`src/rtl/cpu_sequencer.sv`:
```
// cpu_sequencer: fetch-decode-execute controller for the accumulator CPU.
// It generates every register write strobe in the core (PC, MAR, IR, ACC)
// and runs the req/ack handshake to program memory.
//
// Optional feature: define SEQ_TIMEOUT_EN to add a memory-wait timeout.
// With it, a wait state that sees no ack for TMO cycles moves to FAULT.
//
// state  | meaning
// -------+---------------------------------------------------------------
// IDLE   | waiting for run
// F_ADDR | MAR <- PC
// F_MEM  | instruction read; ack loads IR and increments PC
// DECODE | dispatch on opcode; jumps load PC from the IR operand
// E_ADDR | MAR <- IR operand
// E_MEM  | operand read (LDA/ADD) or ACC write (STA)
// HALT   | terminal after HLT, left only by reset
// FAULT  | terminal after illegal opcode or timeout, left only by reset
module cpu_sequencer #(
    parameter int n   = 8,
    parameter int TMO = 15
) (
    input  logic       clk,
    input  logic       clr_n,
    input  logic       run,
    input  logic [3:0] opcode,
    input  logic       acc_zero,
    input  logic       mem_ack,
    output logic       pc_inc,
    output logic       pc_we,
    output logic       mar_we,
    output logic       mar_sel,
    output logic       ir_we,
    output logic       acc_we,
    output logic       acc_sel,
    output logic       mem_req,
    output logic       mem_we,
    output logic       halted,
    output logic       fault,
    output logic [2:0] state
);

    typedef enum logic [2:0] {
        IDLE   = 3'd0,
        F_ADDR = 3'd1,
        F_MEM  = 3'd2,
        DECODE = 3'd3,
        E_ADDR = 3'd4,
        E_MEM  = 3'd5,
        HALT   = 3'd6,
        FAULT  = 3'd7
    } state_t;

    localparam logic [3:0] OP_NOP = 4'd0;
    localparam logic [3:0] OP_LDA = 4'd1;
    localparam logic [3:0] OP_STA = 4'd2;
    localparam logic [3:0] OP_ADD = 4'd3;
    localparam logic [3:0] OP_JMP = 4'd4;
    localparam logic [3:0] OP_JZ  = 4'd5;
    localparam logic [3:0] OP_HLT = 4'd6;

    state_t r_state;
    state_t w_next;
    logic   w_wait;
    logic   w_tmo_hit;

    // The opcode field is fixed at 4 bits; the datapath width only sizes the
    // operand, which this controller never touches.
    logic [31:0] w_unused_cfg;
    assign w_unused_cfg = 32'(n) ^ 32'(TMO);

    assign w_wait = (r_state == F_MEM) || (r_state == E_MEM);
    assign state  = r_state;

`ifdef SEQ_TIMEOUT_EN
    localparam int TW = $clog2(TMO + 1);

    logic [TW-1:0] r_tmo;

    // Timeout fires only when the terminal count is reached with no ack;
    // an ack in that same cycle wins.
    assign w_tmo_hit = w_wait && !mem_ack && (r_tmo == TW'(TMO));

    // Wait-cycle counter: counts un-acked wait cycles, zero everywhere else
    // so it is already clear on entry to a wait state.
    always_ff @(posedge clk or negedge clr_n) begin
        if (!clr_n) begin
            r_tmo <= '0;
        end else if (w_wait && !mem_ack && !w_tmo_hit) begin
            r_tmo <= r_tmo + 1'b1;
        end else begin
            r_tmo <= '0;
        end
    end
`else
    assign w_tmo_hit = 1'b0;
`endif

    // State register; reset drops every state-decoded output at once.
    always_ff @(posedge clk or negedge clr_n) begin
        if (!clr_n) begin
            r_state <= IDLE;
        end else begin
            r_state <= w_next;
        end
    end

    // Next state and strobes; ack-qualified strobes are combinational on mem_ack.
    always_comb begin
        w_next  = r_state;
        pc_inc  = 1'b0;
        pc_we   = 1'b0;
        mar_we  = 1'b0;
        mar_sel = 1'b0;
        ir_we   = 1'b0;
        acc_we  = 1'b0;
        acc_sel = 1'b0;
        mem_req = 1'b0;
        mem_we  = 1'b0;
        halted  = 1'b0;
        fault   = 1'b0;

        case (r_state)
            IDLE: begin
                if (run) begin
                    w_next = F_ADDR;
                end
            end
            F_ADDR: begin
                mar_we = 1'b1;
                w_next = F_MEM;
            end
            F_MEM: begin
                if (w_tmo_hit) begin
                    w_next = FAULT;
                end else begin
                    mem_req = 1'b1;
                    if (mem_ack) begin
                        ir_we  = 1'b1;
                        pc_inc = 1'b1;
                        w_next = DECODE;
                    end
                end
            end
            DECODE: begin
                case (opcode)
                    OP_NOP: w_next = F_ADDR;
                    OP_LDA, OP_STA, OP_ADD: w_next = E_ADDR;
                    OP_JMP: begin
                        pc_we  = 1'b1;
                        w_next = F_ADDR;
                    end
                    OP_JZ: begin
                        pc_we  = acc_zero;
                        w_next = F_ADDR;
                    end
                    OP_HLT: w_next = HALT;
                    default: w_next = FAULT;
                endcase
            end
            E_ADDR: begin
                mar_we  = 1'b1;
                mar_sel = 1'b1;
                w_next  = E_MEM;
            end
            E_MEM: begin
                if (w_tmo_hit) begin
                    w_next = FAULT;
                end else begin
                    mem_req = 1'b1;
                    mem_we  = (opcode == OP_STA);
                    if (mem_ack) begin
                        if (opcode == OP_LDA) begin
                            acc_we = 1'b1;
                        end else if (opcode == OP_ADD) begin
                            acc_we  = 1'b1;
                            acc_sel = 1'b1;
                        end
                        w_next = F_ADDR;
                    end
                end
            end
            HALT: begin
                halted = 1'b1;
            end
            FAULT: begin
                fault = 1'b1;
            end
            default: begin
                w_next = IDLE;
            end
        endcase
    end

endmodule

```
`config.mk`:
```
export PLATFORM = sky130hd
export DESIGN_NAME = cpu_sequencer
export DESIGN_NICKNAME = d
export VERILOG_FILES = /design/src/rtl/cpu_sequencer.sv
export SDC_FILE = /design/constraint.sdc
export NUM_CORES = 1
export LEC_CHECK = 0
export CAP_MARGIN = 0
export CELL_PAD_IN_SITES_DETAIL_PLACEMENT = 1
export CELL_PAD_IN_SITES_GLOBAL_PLACEMENT = 2
export CORE_MARGIN = 2
export CORE_UTILIZATION = 24
export CTS_BUF_LIST = sky130_fd_sc_hd__clkbuf_8 sky130_fd_sc_hd__clkbuf_16
export DETAILED_ROUTE_END_ITERATION = 12
export DONT_BUFFER_PORTS = 1
export HOLD_SLACK_MARGIN = 0.03
export PLACE_DENSITY_LB_ADDON = 0.1
export SLEW_MARGIN = 20
export SYNTH_ARGS = -nofsm -noshare
export SYNTH_HDL_FRONTEND = slang
export SYNTH_SLANG_ARGS = --single-unit
```
`constraint.sdc`:
```
create_clock -name clk -period 1.3 [get_ports clk]
set_input_delay 0.26 -clock clk [delete_from_list [all_inputs] [get_ports clk]]
set_output_delay 0.26 -clock clk [all_outputs]
set_load 0.03 [all_outputs]
```
# Word level (Yosys, flattened, before mapping)
# Cells that the tools add are included.
word_totals:
  out_inout_bits: 14
  input_bits: 9
  elab_cells: 47
  reg_bits: 3
classes:
  n_mux: 22
  reduce_logical: 8
  eq_ne: 16
op_table:
  columns: ["operator", "count"]
  rows:
  - ["$pmux 3 s6", 1]
  - ["$mux 1", 16]
  - ["$eq 3x3->1 const B", 4]
  - ["$eq 4x3->1 const B", 3]
  - ["$mux 3", 3]
  - ["$pmux 3 s3", 1]
  - ["$eq 4x2->1 const B", 2]
  - ["$eq 3x2->1 const B", 2]
  - ["$ne 2x2->1 const B", 3]
  - ["$reduce_bool 6->1", 1]
  - ["$reduce_or 3->1", 2]
  - ["$eq 4x1->1 const B", 1]
  - ["$logic_not 4->1", 1]
  - ["$reduce_and 4->1", 1]
  - ["$reduce_or 2->1", 2]
  - ["$eq 3x1->1 const B", 1]
  - ["$logic_not 3->1", 1]
  - ["$pmux 1 s2", 1]

# Longest topological paths before layout
# Gate-level depths: netlist of the first run.
depth:
  word_depth: 5
  ltp_mapped: 4
  ltp_nobuf: 3

# Worst setup path before layout of the first run
# No wires, ideal clock.
synth_path:
  kind: "reg2out"
  start: "reg r_state[2] (netlist: state[2])"
  end: "out pc_we"
  path_slack_ps: -676
  stages_incl_launch_ff: 3
  path_buffers: 1
  arrival_ps: 1716
  t_required_ps: 1040
  cell_sequence: "dfrtp_1 -> buf_2 -> nor4_1"
synth_between:
  elab_chain_cells: 2
synth_rtl:
  columns: ["element", "line_no", "source"]
  rows:
  - ["start, declared", "61", "state_t r_state;"]
  - ["start signal, assigned", "103", "r_state <= w_next;"]
  - ["$eq 3x2->1", "122", "case (r_state)"]
  - ["$mux 1", "122", null]
  - ["end, declared", "29", "output logic pc_we,"]
# No other way between the ends.

# Final worst setup path of the first run
layout_path:
  start: "reg r_state[1] (netlist: state[1])"
  end: "out mem_we"
layout_between:
  elab_chain_cells: 2
layout_rtl:
  columns: ["element", "line_no", "source"]
  rows:
  - ["$eq 3x3->1", "122", null]
  - ["$mux 1", "122", null]
  - ["end, declared", "36", "output logic mem_we,"]
# No other way between the ends.

==> results of run 1 <==
## through the flow
step	total power, µW	instance area, µm²	util	TNS, ns
floorplan	846	405	-	-1.54
finish	1500	666	0.518	-2.36
global placement	981	494	0.385	-0.815
CTS	1470	641	0.499	-2.43
global route	1590	666	0.518	-2.86
detailed placement	994	494	0.385	-0.889
## worst register-to-register path, delay by kind of cell, from the launching register on
| family | cells | cell delay, ns |
|---|---|---|
| AOI/OAI and AO/OA | 1 | 0.44 |
| buffers and inverters | 1 | 0.14 |
| and+or+nand+nor | 2 | 0.14 |
| DFF | 1 | 0.38 |
## cells in the mapped netlist, drive strengths merged
| cell | count |
|---|---|
| a2111oi | 1 |
| nor2b | 4 |
| or3 | 1 |
| dfrtp | 3 |
| o21ai | 2 |
| and3 | 1 |
| and2b | 1 |
| o311ai | 1 |
| nor3b | 1 |
| inv | 1 |
| nor2 | 7 |
| nand3 | 3 |
| nand3b | 1 |
| nor4 | 1 |
| nand2b | 4 |
| o32ai | 1 |
| a21oi | 1 |
| xnor2 | 1 |
| buf | 4 |
| nand2 | 3 |
| o21a | 1 |
## power groups by stage
stage	Clock (µW)	Sequential [µW]	Combinational (µW)
after floorplan	0	244	602
after global placement	0	171	811
after detailed placement	0	174	820
after CTS	258	181	1030
after global routing	271	185	1130
final	254	179	1070
## final timing paths
kind / from / endpoint / slack (ns) / depth (start not counted)
max: state[1]$_DFFE_PN0P_ / mem_we / -0.45 / 4
min: opcode[3] / state[2]$_DFFE_PN0P_ / 0.25 / 2
max reg2reg: state[0]$_DFFE_PN0P_ / state[0]$_DFFE_PN0P_ / 0.06 / 4
min reg2reg: state[1]$_DFFE_PN0P_ / state[1]$_DFFE_PN0P_ / 0.77 / 2
max in group asynchronous: clr_n / state[1]$_DFFE_PN0P_ / 0.84 / 1
min in group asynchronous: clr_n / state[0]$_DFFE_PN0P_ / 0.30 / 1
## metal layers
layer	share of wire	track usage
met1	0.42	0.163
met2	0.52	0.258
met3	0.061	0.0435
met4	0	0.0500
met5	0	0
## placed cells by master, fill, tap and decap left out, types with 2 or more instances in the layout
cell type,instances
sky130_fd_sc_hd__buf_6,9
sky130_fd_sc_hd__buf_4,5
sky130_fd_sc_hd__nand2b_4,3
sky130_fd_sc_hd__nor2_4,3
sky130_fd_sc_hd__nand3_1,3
sky130_fd_sc_hd__nand2_1,3
sky130_fd_sc_hd__clkbuf_8,3
sky130_fd_sc_hd__dfrtp_2,3
sky130_fd_sc_hd__nor2_2,2
sky130_fd_sc_hd__inv_1,2
sky130_fd_sc_hd__nor2b_4,2
sky130_fd_sc_hd__nor2_1,2
sky130_fd_sc_hd__nor2b_1,2
sky130_fd_sc_hd__buf_12,2
## final cells by class
type | count | area, µm² | area share
Clock buffer | 3 | 41.3 | 0.0620
Clock inverter | 1 | 3.75 | 0.00564
Inverter | 1 | 3.75 | 0.00564
Multi-Input combinational cell | 35 | 330 | 0.496
Sequential cell | 3 | 78.8 | 0.118
Tap cell | 15 | 18.8 | 0.0282
Timing Repair Buffer | 17 | 189 | 0.284
## logic make-up (layout without fill, tap and decap cells)
| kind of cell | count (synthesis) | in the layout | synth area share |
|---|---|---|---|
| AOI/OAI and AO/OA | 7 | 7 | 0.149 |
| and+or+nand+nor | 27 | 27 | 0.494 |
| DFF | 3 | 3 | 0.230 |
| buffers and inverters | 5 | 22 | 0.0996 |
| xor gates and xnor gates | 1 | 1 | 0.0268 |
## timing repair
action,in CTS,in global routing
hold buffers,1,0
gates cloned,0,0
buffers inserted,4,1
pin swaps,4,2
gates resized for setup,15,6
setup endpoints to repair,11,13
endpoints found under the hold margin,3,0
==> qor.tcl, run 1 <==
set qor(status) {complete, but fails checks}
set qor(violations_in_the_final_reports) {setup timing}
set qor(ys_ff_latch) 3
set qor(cts.root.buffer_cell) {sky130_fd_sc_hd__clkbuf_8}
set qor(gr-usage-all-layers) 0.146
set qor(synth.lib_cells_used.distinct) 24
set qor(cts.reportedPaths.clkPinSlew_ns) 0.03
set qor(maximum_clock_rate_mhz) 573
set qor(tightest_slew_ns) 0.426
set qor(fin_hold_ws_ns) 0.247
set qor(global_route.overflow_total) 0
set qor(rows) 13
set qor(design.final.nets) 70
set qor(clock_path_buffers) 2
set qor(path_buf_inv) 1
set qor(synthesis.instances) 43
set qor(cp_top_family) {simple AND/OR/NAND/NOR gates}
set qor(finalWeightedCongestion) 0.677
set qor(fin_crit_ns) 1.75
set qor(power.internal_uw) 808
set qor(worst_hold_path_type) {in2reg}
set qor(area_growth_pct) 104
set qor(cts_tree) {built}
set qor(worstPathCellList) {nand2b_4, or3_4, nor3b_4, buf_6}
set qor(cellLeakagePower_uw) 0.000282
set qor(synth_area_leaders) {sky130_fd_sc_hd__dfrtp_1 23%, sky130_fd_sc_hd__nor2_1 8.0%, sky130_fd_sc_hd__nor2b_1 7.7%}
set qor(largest_reg_flops) 3
set qor(clock-skew-final_ns) 0.000733
set qor(avg_vias_per_cell) 4.83
set qor(synth_top_cell_area_share) 0.230
set qor(setup.worst_path.start_class) {flop}
set qor(fp.dieH_um) 40.9
set qor(critical_path_required_ns) 1.04
set qor(place_hpwl_um) 734
set qor(synth_area_leader_cell) {sky130_fd_sc_hd__dfrtp_1}
set qor(mappedNetlistArea_um2) 327
set qor(power_frac_comb) 0.711
set qor(power_switching_share) 0.461
set qor(crit_path_max_fanout) 3
set qor(antenna_violating_nets_post_route) 0
set qor(numCtsBuffers) 3
set qor(vias) 362
set qor(power.ir.vdd_worst_mv) 1.39
set qor(power.clock.fraction) 0.169
set qor(clkSinkCount) 3
set qor(rsz_0062_raised_after_global_routing) {yes}
set qor(drt-initial-drc-count) 0
set qor(io-pin-count) 23
set qor(ratio_of_final_minimum_period_to_clock_period) 1.34
set qor(synth.yosys.warnings) 0
set qor(critPathSlowestCell) {sky130_fd_sc_hd__or3_4}
set qor(seq_area_frac_synth) 0.230
set qor(floorplan.initialDensity) 0.254
set qor(wl_per_cell_um) 13.2
set qor(die_area_um2) 1670
set qor(placed_cells) 66
set qor(clock_insertion_delay_worst_skew_ns) 0.21
set qor(cts_max_level) 1
set qor(slowest_delay_ns) 0.41
set qor(post-route-worst-setup-slack_ns) -0.445
set qor(mean_area_per_synthesized_cell_um2) 7.59
set qor(timing.final.setup_violations) 11
set qor(power_density_nw_per_um2) 2250
set qor(post_route_cells_drive_above_1_share) 0.650
set qor(portBuffers) 0
set qor(cap_viol_max_count) 0
set qor(power.net_switching_uw) 691
set qor(antennaDiodeCount) 0
set qor(arrival_ns) 1.49
set qor(initial_antenna_violation_count) 0
set qor(critPathKind) {reg2out}
set qor(dp_slack_ns) -0.261
set qor(fillCellCount) 147
set qor(critical_path.endpoint_type) {primary output}
set qor(timing_max_transition_violations_final) 0
set qor(drt_pre_antenna_iters) 1
set qor(grt_pass1_vias) 396
set qor(mapped_nets) 52
set qor(finalHoldViolations) 0
set qor(routed_wirelength_um) 988
set qor(timing.max_slew.rel_slack) 0.716
set qor(core_um2) 1280
set qor(die_w_um) 40.9
set qor(global_route_wire_length_before_repair_um) 1580
set qor(drt_drc_violations_left) 0
set qor(finalNonFillerCells) 75
set qor(grt_max_degree) 13
set qor(power.sequential.fraction) 0.119
(Power assumes the default switching activity.)
==> run 2: changes to the inputs <==
==> config.mk (replaced) <==
export PLATFORM = sky130hd
export DESIGN_NAME = cpu_sequencer
export DESIGN_NICKNAME = d
export VERILOG_FILES = /design/src/rtl/cpu_sequencer.sv
export SDC_FILE = /design/constraint.sdc
export NUM_CORES = 1
export LEC_CHECK = 0
export CAP_MARGIN = 0
export CORE_AREA = 2 2 39 41
export CTS_BUF_LIST = sky130_fd_sc_hd__clkbuf_2 sky130_fd_sc_hd__clkbuf_4 sky130_fd_sc_hd__clkbuf_8
export DETAILED_ROUTE_END_ITERATION = 12
export DIE_AREA = 0 0 41 43
export DONT_BUFFER_PORTS = 1
export HOLD_SLACK_MARGIN = 0.03
export SLEW_MARGIN = 20
export SYNTH_ARGS = -nofsm -noshare
export SYNTH_HDL_FRONTEND = slang
export SYNTH_SLANG_ARGS = --single-unit
==> qor.tcl, run 2 (synthesized netlist as in run 1, its figures left out) <==
set qor(clock_path_buffers) 2
set qor(grt_pass1_vias) 348
set qor(finalNonFillerCells) 74
set qor(cap_viol_max_count) 0
set qor(placed_cells) 67
set qor(initial_antenna_violation_count) 0
set qor(path_buf_inv) 1
set qor(post-route-worst-setup-slack_ns) -0.459
set qor(cts_tree) {built}
set qor(timing_max_transition_violations_final) 0
set qor(critical_path.endpoint_type) {primary output}
set qor(avg_vias_per_cell) 4.91
set qor(finalWeightedCongestion) 0.656
set qor(clock_insertion_delay_worst_skew_ns) 0.23
set qor(global_route_wire_length_before_repair_um) 1460
set qor(cts.reportedPaths.clkPinSlew_ns) 0.04
set qor(slowest_delay_ns) 0.40
set qor(dp_slack_ns) -0.272
set qor(post_route_cells_drive_above_1_share) 0.638
set qor(drt_pre_antenna_iters) 2
set qor(arrival_ns) 1.50
set qor(io-pin-count) 23
set qor(maximum_clock_rate_mhz) 569
set qor(portBuffers) 0
set qor(critPathKind) {reg2out}
set qor(report.power.total_uw) 1390
set qor(crit_path_max_fanout) 3
set qor(floorplan.initialDensity) 0.236
set qor(die_w_um) 41
set qor(rsz_0062_raised_after_global_routing) {yes}
set qor(clkSinkCount) 3
set qor(rows) 14
set qor(critPathSlowestCell) {sky130_fd_sc_hd__or3_4}
set qor(antenna_violating_nets_post_route) 0
set qor(clock-skew-final_ns) 0.00123
set qor(timing.final.setup_violations) 11
set qor(die_area_um2) 1760
set qor(area_growth_pct) 94.6
set qor(commonest_cells_after_routing_fill_and_taps_aside) {6 x sky130_fd_sc_hd__buf_4, 4 x sky130_fd_sc_hd__clkbuf_4, 4 x sky130_fd_sc_hd__buf_6}
set qor(place_hpwl_um) 659
set qor(gr-usage-all-layers) 0.123
set qor(status) {complete, but fails checks}
set qor(drt-initial-drc-count) 5
set qor(fp.dieH_um) 43
set qor(power_density_nw_per_um2) 2180
set qor(cp_top_family) {simple AND/OR/NAND/NOR gates}
set qor(layout.core_utilization) 0.459
set qor(grt_max_degree) 13
set qor(fin_crit_ns) 1.76
set qor(wl_per_cell_um) 12.6
set qor(tightest_slew_ns) 0.318
set qor(global_route.overflow_total) 0
set qor(timing.max_slew.rel_slack) 0.788
set qor(drt_drc_violations_left) 0
set qor(mostFrequentLayoutCell) {sky130_fd_sc_hd__buf_4}
set qor(finalHoldViolations) 0
set qor(worstPathCellList) {nand2b_4, or3_4, nor3b_4, buf_6}
set qor(cts.root.buffer_cell) {sky130_fd_sc_hd__clkbuf_4}
set qor(worst_hold_path_type) {in2reg}
set qor(setup.worst_path.start_class) {flop}
set qor(power.ir.vdd_worst_mv) 0.978
set qor(routed_wirelength_um) 935
set qor(numCtsBuffers) 3
set qor(antennaDiodeCount) 0
set qor(design.final.nets) 68
set qor(core_um2) 1380
set qor(cellLeakagePower_uw) 0.000274
set qor(largest_reg_flops) 3
set qor(critical_path_required_ns) 1.04
set qor(vias) 363
set qor(setup_tns_ns) -2.75
set qor(ratio_of_final_minimum_period_to_clock_period) 1.35
set qor(violations_in_the_final_reports) {setup timing}
set qor(cts_max_level) 1
run 2: changes by cell type in the layout (fill, tap and decap cells not counted):
cell	delta
sky130_fd_sc_hd__buf_4	+1
sky130_fd_sc_hd__buf_6	-5
sky130_fd_sc_hd__nor2_2	+1
sky130_fd_sc_hd__inv_1	-1
sky130_fd_sc_hd__nor2_4	-2
sky130_fd_sc_hd__clkbuf_8	-3
sky130_fd_sc_hd__buf_12	+1
sky130_fd_sc_hd__clkbuf_4	+4
sky130_fd_sc_hd__clkbuf_16	+1
sky130_fd_sc_hd__nor2_1	+1
run 2: cell type report:
type | instances | area, µm²
sequential | 3 | 78.8
multi-input combinational | 35 | 318
inverter | 1 | 3.75
clock buffer | 4 | 30.0
tap | 16 | 20.0
fill | 134 | 748
timing repair buffer | 15 | 185
run 2: what timing repair did:
item / in CTS / in global routing
resized for setup: 12 / 4
hold buffers: 1 / 0
endpoints found under the hold margin: 3 / 0
cloned: 0 / 1
buffers inserted: 0 / 1
setup endpoints to repair: 11 / 11
pin swaps: 3 / 1
run 2: worst paths after layout:
path,from,endpoint,slack (ns),cells past startpoint
setup / recovery,state[1]$_DFFE_PN0P_,mem_we,-0.46,4
hold / removal,opcode[3],state[2]$_DFFE_PN0P_,0.20,2
setup reg to reg,state[0]$_DFFE_PN0P_,state[0]$_DFFE_PN0P_,0.08,5
hold reg to reg,state[0]$_DFFE_PN0P_,state[2]$_DFFE_PN0P_,0.76,3
max in group asynchronous,clr_n,state[2]$_DFFE_PN0P_,0.87,1
min in group asynchronous,clr_n,state[1]$_DFFE_PN0P_,0.28,1
run 2: per-stage QoR:
| stage | cell area [µm²] | hold slack [ns] |
|---|---|---|
| after floorplan | 405 | -0.0356 |
| after global placement | 495 | -0.0355 |
| after detailed placement | 495 | -0.0355 |
| after CTS | 586 | 0.193 |
| after global routing | 636 | 0.199 |
| final | 636 | 0.201 |
run 2: where the power goes:
part	internal (µW)	total, µW	switching (µW)	leakage (µW)
combinational	456	1010	556	0.000228
sequential	138	191	53.2	0.0000276
clock	136	184	48.6	0.0000184
total	730	1390	658	0.000274
run 2: layer usage:
metal  share of wire  wire length [µm]  vias up  track usage
met2            0.55               511       11        0.172
met4               0                 0        0        0.100
met1            0.37               346      173        0.136
met5               0                 0        -            0
li1                -                 -      179            -
met3           0.082                77        0       0.0524
